===== src/rtl/stopwatch_if.sv =====
// stopwatch_if: raw button inputs and registered control outputs of the stopwatch controller.
interface stopwatch_if;
    logic       btn_start;
    logic       btn_clear;
    logic       btn_lap;
    logic       btn_mode;
    logic       run;
    logic       clear_cnt;
    logic       lap_hold;
    logic       speedup;
    logic       slowdown;
    logic [1:0] state;
    modport master (
        output btn_start, btn_clear, btn_lap, btn_mode,
        input  run, clear_cnt, lap_hold, speedup, slowdown, state
    );
    modport slave (
        input  btn_start, btn_clear, btn_lap, btn_mode,
        output run, clear_cnt, lap_hold, speedup, slowdown, state
    );
endinterface


===== src/rtl/stopwatch_ctrl.sv =====
// stopwatch_ctrl: synchronizes and debounces four buttons into press pulses driving
// the run/pause/lap FSM and the speed-mode register; all outputs registered.
module stopwatch_ctrl #(
    parameter int DEB_CYCLES = 4
) (
    input logic         clk,
    input logic         reset,
    stopwatch_if.slave  sw
);
    typedef enum logic [1:0] {IDLE = 2'b00, RUNNING = 2'b01, PAUSED = 2'b10, LAP = 2'b11} state_t;
    logic [3:0]       raw, s1_q, s2_q, lvl_q, lvl_d, prev_q, press_q;
    logic [3:0][15:0] cnt_q, cnt_d;
    state_t           state_q, state_d;
    logic [1:0]       mode_q, mode_d, mode_nxt;
    logic             clr_d, run_q, lap_q, clr_q;
    logic             p_start, p_clear, p_lap, p_mode;
    // bit order: 0 start, 1 clear, 2 lap, 3 mode
    assign raw = {sw.btn_mode, sw.btn_lap, sw.btn_clear, sw.btn_start};
    always_comb begin
        lvl_d = lvl_q;
        cnt_d = '0;
        for (int i = 0; i < 4; i++)
            if (s2_q[i] != lvl_q[i]) begin
                if (cnt_q[i] == 16'(DEB_CYCLES - 1)) lvl_d[i] = s2_q[i];
                else cnt_d[i] = cnt_q[i] + 16'd1;
            end
    end
    assign {p_mode, p_lap, p_clear, p_start} = press_q;
    assign mode_nxt = (mode_q == 2'b00) ? 2'b10 : (mode_q == 2'b10) ? 2'b01 : 2'b00;
    // each state checks its legal pulses in priority order, so the highest legal one wins
    always_comb begin
        state_d = state_q;
        mode_d  = mode_q;
        clr_d   = 1'b0;
        case (state_q)
            IDLE: begin
                if (p_clear) clr_d = 1'b1;
                else if (p_start) state_d = RUNNING;
                else if (p_mode) mode_d = mode_nxt;
            end
            RUNNING: begin
                if (p_start) state_d = PAUSED;
                else if (p_lap) state_d = LAP;
            end
            LAP: begin
                if (p_start) state_d = PAUSED;
                else if (p_lap) state_d = RUNNING;
            end
            default: begin
                if (p_clear) begin
                    state_d = IDLE;
                    clr_d   = 1'b1;
                end else if (p_start) state_d = RUNNING;
                else if (p_mode) mode_d = mode_nxt;
            end
        endcase
    end
    always_ff @(posedge clk or posedge reset) begin
        if (reset) begin
            s1_q    <= '0;
            s2_q    <= '0;
            lvl_q   <= '0;
            prev_q  <= '0;
            press_q <= '0;
            cnt_q   <= '0;
            state_q <= IDLE;
            mode_q  <= '0;
            run_q   <= 1'b0;
            lap_q   <= 1'b0;
            clr_q   <= 1'b0;
        end else begin
            s1_q    <= raw;
            s2_q    <= s1_q;
            lvl_q   <= lvl_d;
            cnt_q   <= cnt_d;
            prev_q  <= lvl_q;
            press_q <= lvl_q & ~prev_q;
            state_q <= state_d;
            mode_q  <= mode_d;
            run_q   <= (state_d == RUNNING) || (state_d == LAP);
            lap_q   <= state_d == LAP;
            clr_q   <= clr_d;
        end
    end
    assign sw.state     = state_q;
    assign sw.run       = run_q;
    assign sw.lap_hold  = lap_q;
    assign sw.clear_cnt = clr_q;
    assign {sw.speedup, sw.slowdown} = mode_q;
endmodule


===== src/flat_wrapper.sv =====
// flat-port wrapper written by rule: the top's interface ports become plain ports
module stopwatch_ctrl_flat 
#(
    parameter int DEB_CYCLES = 4
)
  (clk, reset, sw_btn_start, sw_btn_clear, sw_btn_lap, sw_btn_mode, sw_run, sw_clear_cnt, sw_lap_hold, sw_speedup, sw_slowdown, sw_state);
  stopwatch_if sw_i ();
  input logic clk;
  input logic reset;
  input wire logic [$bits(sw_i.btn_start)-1:0] sw_btn_start;
  input wire logic [$bits(sw_i.btn_clear)-1:0] sw_btn_clear;
  input wire logic [$bits(sw_i.btn_lap)-1:0] sw_btn_lap;
  input wire logic [$bits(sw_i.btn_mode)-1:0] sw_btn_mode;
  output wire logic [$bits(sw_i.run)-1:0] sw_run;
  output wire logic [$bits(sw_i.clear_cnt)-1:0] sw_clear_cnt;
  output wire logic [$bits(sw_i.lap_hold)-1:0] sw_lap_hold;
  output wire logic [$bits(sw_i.speedup)-1:0] sw_speedup;
  output wire logic [$bits(sw_i.slowdown)-1:0] sw_slowdown;
  output wire logic [$bits(sw_i.state)-1:0] sw_state;
  assign sw_i.btn_start = sw_btn_start;
  assign sw_i.btn_clear = sw_btn_clear;
  assign sw_i.btn_lap = sw_btn_lap;
  assign sw_i.btn_mode = sw_btn_mode;
  assign sw_run = sw_i.run;
  assign sw_clear_cnt = sw_i.clear_cnt;
  assign sw_lap_hold = sw_i.lap_hold;
  assign sw_speedup = sw_i.speedup;
  assign sw_slowdown = sw_i.slowdown;
  assign sw_state = sw_i.state;
  stopwatch_ctrl #(.DEB_CYCLES(DEB_CYCLES)) u_core (.clk(clk), .reset(reset), .sw(sw_i));
endmodule

===== config.mk =====
export PLATFORM = sky130hd
export DESIGN_NAME = stopwatch_ctrl_flat
export DESIGN_NICKNAME = d
export VERILOG_FILES = /design/src/rtl/stopwatch_if.sv /design/src/rtl/stopwatch_ctrl.sv /design/src/flat_wrapper.sv
export SDC_FILE = /design/constraint.sdc
export NUM_CORES = 1
export LEC_CHECK = 0
export BUFFER_PORTS_ARGS = -buffer_cell sky130_fd_sc_hd__buf_2
export CAP_MARGIN = 30
export CORE_ASPECT_RATIO = 0.8
export CORE_MARGIN = 4
export CORE_UTILIZATION = 40
export CTS_CLUSTER_DIAMETER = 80
export DETAILED_ROUTE_END_ITERATION = 8
export PLACE_DENSITY = 0.61
export SYNTH_ARGS = -nofsm -noshare
export SYNTH_HDL_FRONTEND = slang
export SYNTH_SLANG_ARGS = --single-unit

===== constraint.sdc =====
create_clock -name clk -period 2.6 [get_ports clk]
set_input_delay 0.39 -clock clk [delete_from_list [all_inputs] [get_ports clk]]
set_output_delay 0.39 -clock clk [all_outputs]
set_load 0.02 [all_outputs]

==> run_results.csv, run 1 <==
group,metric,value,unit
layout,final_cell_area,4510,um2
layout,synthToLayoutAreaGrowth,12.0,%
routing,wire_per_inst,12.7,um
place,dp.final_hpwl,4.54,mm
timing,fin_tns_setup,0,ns
floorplanning,die_h,97.8,um
floorplanning,initial_core_util,41.4,%
job,maxCapViolations,0,
place,place_area,4220,um2
timing,hold_ws,0.162,ns
grt,grt_pass1_wl,12.0,mm
yosys,netlist-cell-type-count,29,
critical_path,end_kind,"register",
critical_path,timing.rr.end,"u_core.cnt_q[46]",
timing,hold_viol,0,
clock_network,numCtsBuffers,9,
pwr,ir_worst_vdd,0.428,mV
clock_network,path_clk_slew,0.06,ns
place,dp_cells,526,
critical_path,cp.required,2.79,ns
routing,firstDrtPassIters,4,
hold_path,holdPathEnd,"u_core.s1_q[1]",
clock_network,htree_levels,3,
layout,final_nets,411,
clock_network,clk_latency,0.33,ns
routing,drc,0,
routing,viasPerCell,5.06,
timing,period_share,71.0,%
layout,post-route-util,46.4,%
timing,setup_ws,0.755,ns
critical_path,cp_data_arrival_time,2.04,ns
yosys,synth_area,4030,um2
run_status,outcome,"finished clean",
timing,rsz0062_at_grt,"false",
pwr,p_per_area,817,nW/um2
routing,wirelength,6.86,mm
clock_network,cts.sinks,90,
critical_path,ff2ff_path_depth,5,
grt,antenna_found_initial,0,
layout,n_antenna_cell,0,
critical_path,startpoint_type,"register",
layout,multi_input_area,1670,um2
layout,fillerInstances,907,
critical_path,rrSetupSlack,0.75,ns
yosys,seq_area_frac_synth,55.9,%
layout,seq_area,2250,um2
floorplanning,die_w,120,um
floorplanning,core_area,9730,um2
clock_network,postCtsSetupRepairBufs,0,
timing,skew,0.00634,ns
hold_path,min-delay-start,"sw_btn_clear",
floorplanning,rows,32,
routing,detail-route-antenna-nets,0,
grt,grt_max_degree,91,
yosys,ys_async_sr_fraction,100,%
timing,fmax,542,MHz
timing,drv_slew,0,
critical_path,cp_max_fo,15,
grt,gr-total-overflow,0,
grt,grtUsageTotal,12.4,%
yosys,synth_cells,391,
yosys,ys_seq_elements,90,
critical_path,crit_type,"register to register",
hold_path,whs_path_depth,1,
layout,drive_above_1_share,9.11,%
place,dp_slack,0.760,ns
clock_network,cts_hold_buf,0,
yosys,synth_edf_count,0,
floorplanning,ios,13,
yosys,synthesis.nets,401,
clock_network,root_buffer,"clkbuf_16",
yosys,ys_warn_count,0,
clock_network,cts_buffer_depth,2,
layout,fin_cells,542,
routing,drtIter0Drc,199,
timing,period_minus_slack,1.85,ns
pwr,p_total,3.69,mW
timing,worst_slew_pin_slew,0.648,ns
timing,max_slew_margin,56.2,%
grt,grt_pass1_vias,2619,
yosys,synth_ff_type,"dfrtp_1",
clock_network,cts_tree,"built",
routing,num_vias,2744,
critical_path,rr_startpoint,"u_core.cnt_q[32]",
clock_network,cts_resized,0,
place,numPortBuffers,12,
floorplanning,die_area,11800,um2
yosys,avgSynthCellArea,10.3,um2
timing,setup_violations,0,
pwr,p_leak,1.81,nW
hold_path,hp-class,"input pin to register",
place,place_congestion,0.831,
-- report_power, final --
group	switching (mW)	total [mW]	internal, mW	leakage, nW
registers	0.207	1.81	1.61	1.20
logic	0.402	0.638	0.237	0.476
clock network	0.533	1.23	0.701	0.130
total	1.14	3.69	2.54	1.81
-- area by class of cell --
cell class | count | area share (%)
Sequential cell | 90 | 49.9
Multi-Input combinational cell | 275 | 37.0
Clock buffer | 11 | 5.60
Tap cell | 136 | 3.77
Timing Repair Buffer | 13 | 1.78
Inverter | 12 | 1.08
Clock inverter | 5 | 0.860
-- logic make-up after synthesis --
kind of cell               count (synthesis)  synth area share [%]
adders and majority gates                  4                  1.24
xor gates and xnor gates                  57                  12.4
and+or+nand+nor                          199                  24.9
buffers and inverters                     26                  2.70
muxes                                      6                  1.65
DFF                                       90                  55.9
AOI/OAI and AO/OA                          9                  1.24
-- sequential cells by signal, indices dropped and copies added (netlist names) --
name                 count
u_core.s1_q              4
u_core.prev_q            4
u_core.sw.lap_hold       1
u_core.sw.clear_cnt      1
u_core.sw.state          2
u_core.s2_q              4
u_core.press_q           4
u_core.mode_q            2
u_core.cnt_q            64
u_core.lvl_q             4
-- metal layers --
| metal | vias up | share of wire, % | global-route usage (%) |
|---|---|---|---|
| met5 | - | 0 | 0 |
| met4 | 0 | 1.3 | 4.40 |
| li1 | 1356 | - | - |
| met2 | 45 | 44 | 18.3 |
| met3 | 8 | 3.6 | 3.42 |
| met1 | 1335 | 52 | 17.6 |
-- Yosys cell counts (2+ instances only) --
cell	instances	area, um2
nand4_1	24	150
dfrtp_1	90	2250
o31ai_1	2	15.0
mux2_2	5	56.3
o21ai_0	4	20.0
inv_1	12	45.0
nor4_1	17	106
nand2_1	18	67.6
nand3_1	22	110
clkbuf_1	7	26.3
buf_2	6	30.0
and3_1	6	37.5
a21oi_1	3	15.0
nor3_1	22	110
xnor2_1	42	368
xor2_1	15	131
nor2b_1	7	43.8
nand4_2	2	25.0
or4_1	2	15.0
ha_1	4	50.1
nor2_1	69	259
nor4b_1	5	43.8
-- critical path, cell delays in order, from the launching register on --
cell	delay [ns]
dfrtp_1	0.43
ha_1	0.26
nor4b_1	0.27
nand4_1	0.21
nand2_1	0.42
nor2_1	0.11
-- layout by cell type, fill, tap and decap left out, drive strengths merged, types with 2 or more instances in the layout --
| master | instances |
|---|---|
| clkbuf | 11 |
| nand2 | 18 |
| inv | 11 |
| nor2 | 69 |
| nor4 | 17 |
| mux2 | 5 |
| dfrtp | 90 |
| nor4b | 5 |
| nor2b | 7 |
| xnor2 | 42 |
| a21oi | 3 |
| nand4 | 26 |
| o31ai | 2 |
| xor2 | 15 |
| nand3 | 22 |
| or4 | 2 |
| o21ai | 4 |
| ha | 4 |
| nor3 | 22 |
| and3 | 6 |
| clkinvlp | 5 |
| buf | 13 |
-- worst max-delay path by stage --
stage | startpoint | end | cells after the start
detailed placement | u_core.cnt_q[32] | u_core.cnt_q[35] | 5
floorplan | u_core.cnt_q[16] | u_core.cnt_q[22] | 6
CTS | u_core.cnt_q[32] | u_core.cnt_q[46] | 5
finish | u_core.cnt_q[32] | u_core.cnt_q[46] | 5
global route | u_core.cnt_q[32] | u_core.cnt_q[46] | 5
global placement | u_core.cnt_q[32] | u_core.cnt_q[41] | 5
Note: power is estimated with default switching activity, not from simulation.
==> inputs of run 2 (changes only) <==
PLACE_DENSITY = 0.59   (was 0.61)
clock period = 1.85 ns   (was 2.6 ns; I/O delays follow)
==> run_results.csv, run 2 (synthesized netlist as in run 1, its figures left out) <==
group,metric,value,unit
run_status,outcome,"finished clean",
timing,hold_viol,0,
timing,period_share,89.8,%
grt,grt_max_degree,91,
place,place_area,4290,um2
layout,final_nets,420,
critical_path,cp.required,2.07,ns
timing,rsz0062_at_grt,"false",
layout,final_common_cell,"dfrtp_1",
layout,fillerInstances,899,
floorplanning,core_area,9730,um2
clock_network,path_clk_slew,0.06,ns
critical_path,end_kind,"register",
layout,final_cell_area,4550,um2
layout,most-common-layout-cells,"90 x dfrtp_1, 69 x nor2_1, 42 x xnor2_1",
routing,wire_per_inst,12.8,um
critical_path,cp_max_fo,8,
clock_network,htree_levels,3,
layout,synthToLayoutAreaGrowth,12.9,%
clock_network,cts_buffer_depth,2,
clock_network,root_buffer,"clkbuf_16",
place,dp_cells,535,
critical_path,startpoint_type,"register",
timing,fin_tns_setup,0,ns
routing,drtIter0Drc,155,
floorplanning,initial_core_util,41.4,%
routing,drc,0,
routing,num_vias,2722,
clock_network,cts_tree,"built",
timing,period_minus_slack,1.66,ns
critical_path,cp_data_arrival_time,1.88,ns
routing,wirelength,7.02,mm
floorplanning,die_area,11800,um2
place,dp.final_hpwl,4.83,mm
floorplanning,die_h,97.8,um
place,numPortBuffers,12,
grt,grt_pass1_wl,12.2,mm
pwr,ir_worst_vdd,0.613,mV
grt,gr-total-overflow,0,
routing,firstDrtPassIters,4,
job,maxCapViolations,0,
timing,worst_slew_pin_slew,0.455,ns
clock_network,cts_resized,0,
layout,fin_cells,549,
layout,largest_reg_flops,64,
place,place_congestion,0.842,
timing,drv_slew,0,
timing,fmax,602,MHz
clock_network,clk_latency,0.33,ns
grt,grtUsageTotal,12.8,%
layout,n_antenna_cell,0,
floorplanning,rows,32,
critical_path,crit_type,"register to register",
timing,max_slew_margin,69.7,%
floorplanning,die_w,120,um
clock_network,numCtsBuffers,9,
timing,skew,0.00749,ns
layout,largest-register,"u_core.cnt_q",
grt,grt_pass1_vias,2591,
pwr,p_per_area,1140,nW/um2
layout,drive_above_1_share,10.4,%
clock_network,cts_hold_buf,0,
routing,detail-route-antenna-nets,0,
routing,viasPerCell,4.96,
floorplanning,ios,13,
pwr,p_leak,1.85,nW
timing,setup_violations,0,
hold_path,hp-class,"input pin to register",
timing,hold_ws,0.0541,ns
grt,antenna_found_initial,0,
clock_network,postCtsSetupRepairBufs,0,
clock_network,cts.sinks,90,
==> run 2: critical path: stages, from the launching register on <==
cell and delay (ns):
dfrtp_1 0.42, ha_1 0.24, nor4b_1 0.31, nand4_1 0.24, nand2_1 0.13, buf_4 0.16, nor2_1 0.05
==> run 2: final timing paths <==
kind / slack (ns) / start / depth (start not counted) / end
min: 0.05 / sw_btn_start / 1 / u_core.s1_q[0]
max in group asynchronous: 1.43 / reset / 3 / u_core.cnt_q[19]
min reg2reg: 0.35 / u_core.s1_q[0] / 0 / u_core.s2_q[0]
max: 0.19 / u_core.cnt_q[32] / 6 / u_core.cnt_q[40]
max reg2reg: 0.19 / u_core.cnt_q[32] / 6 / u_core.cnt_q[40]
min in group asynchronous: 0.08 / reset / 3 / u_core.s1_q[3]
==> run 2: final cells by class <==
| class | instances | area [um2] | area share (%) |
|---|---|---|---|
| clock buffers | 11 | 243 | 5.34 |
| clock inverters | 3 | 17.5 | 0.385 |
| inverters | 12 | 48.8 | 1.07 |
| multi-input cells | 275 | 1670 | 36.7 |
| flip-flops and latches | 90 | 2250 | 49.5 |
| well taps | 136 | 170 | 3.74 |
| repair buffers | 22 | 148 | 3.25 |
==> run 2: metal layers <==
layer	up-vias	wire, um	track usage (%)
li1	1374	-	-
met1	1299	3520	17.6
met2	43	3130	19.0
met3	6	300	4.46
met4	0	69	4.31
met5	-	0	0
==> run 2: power breakdown <==
group	internal (mW)	leakage [nW]	switching, mW	total [mW]
registers	2.26	1.20	0.272	2.53
logic	0.453	0.520	0.593	1.05
clock network	0.927	0.127	0.690	1.62
==> run 2: through the flow <==
stage	util [%]	worst slack [ns]	power, mW
6_report	46.7	0.188	5.19
5_1_grt	46.7	0.0696	5.53
4_1_cts	46.7	0.180	5.29
3_5_place_dp	44.1	0.195	3.64
3_3_place_gp	44.1	0.262	3.60
2_1_floorplan	-	0.237	3.24
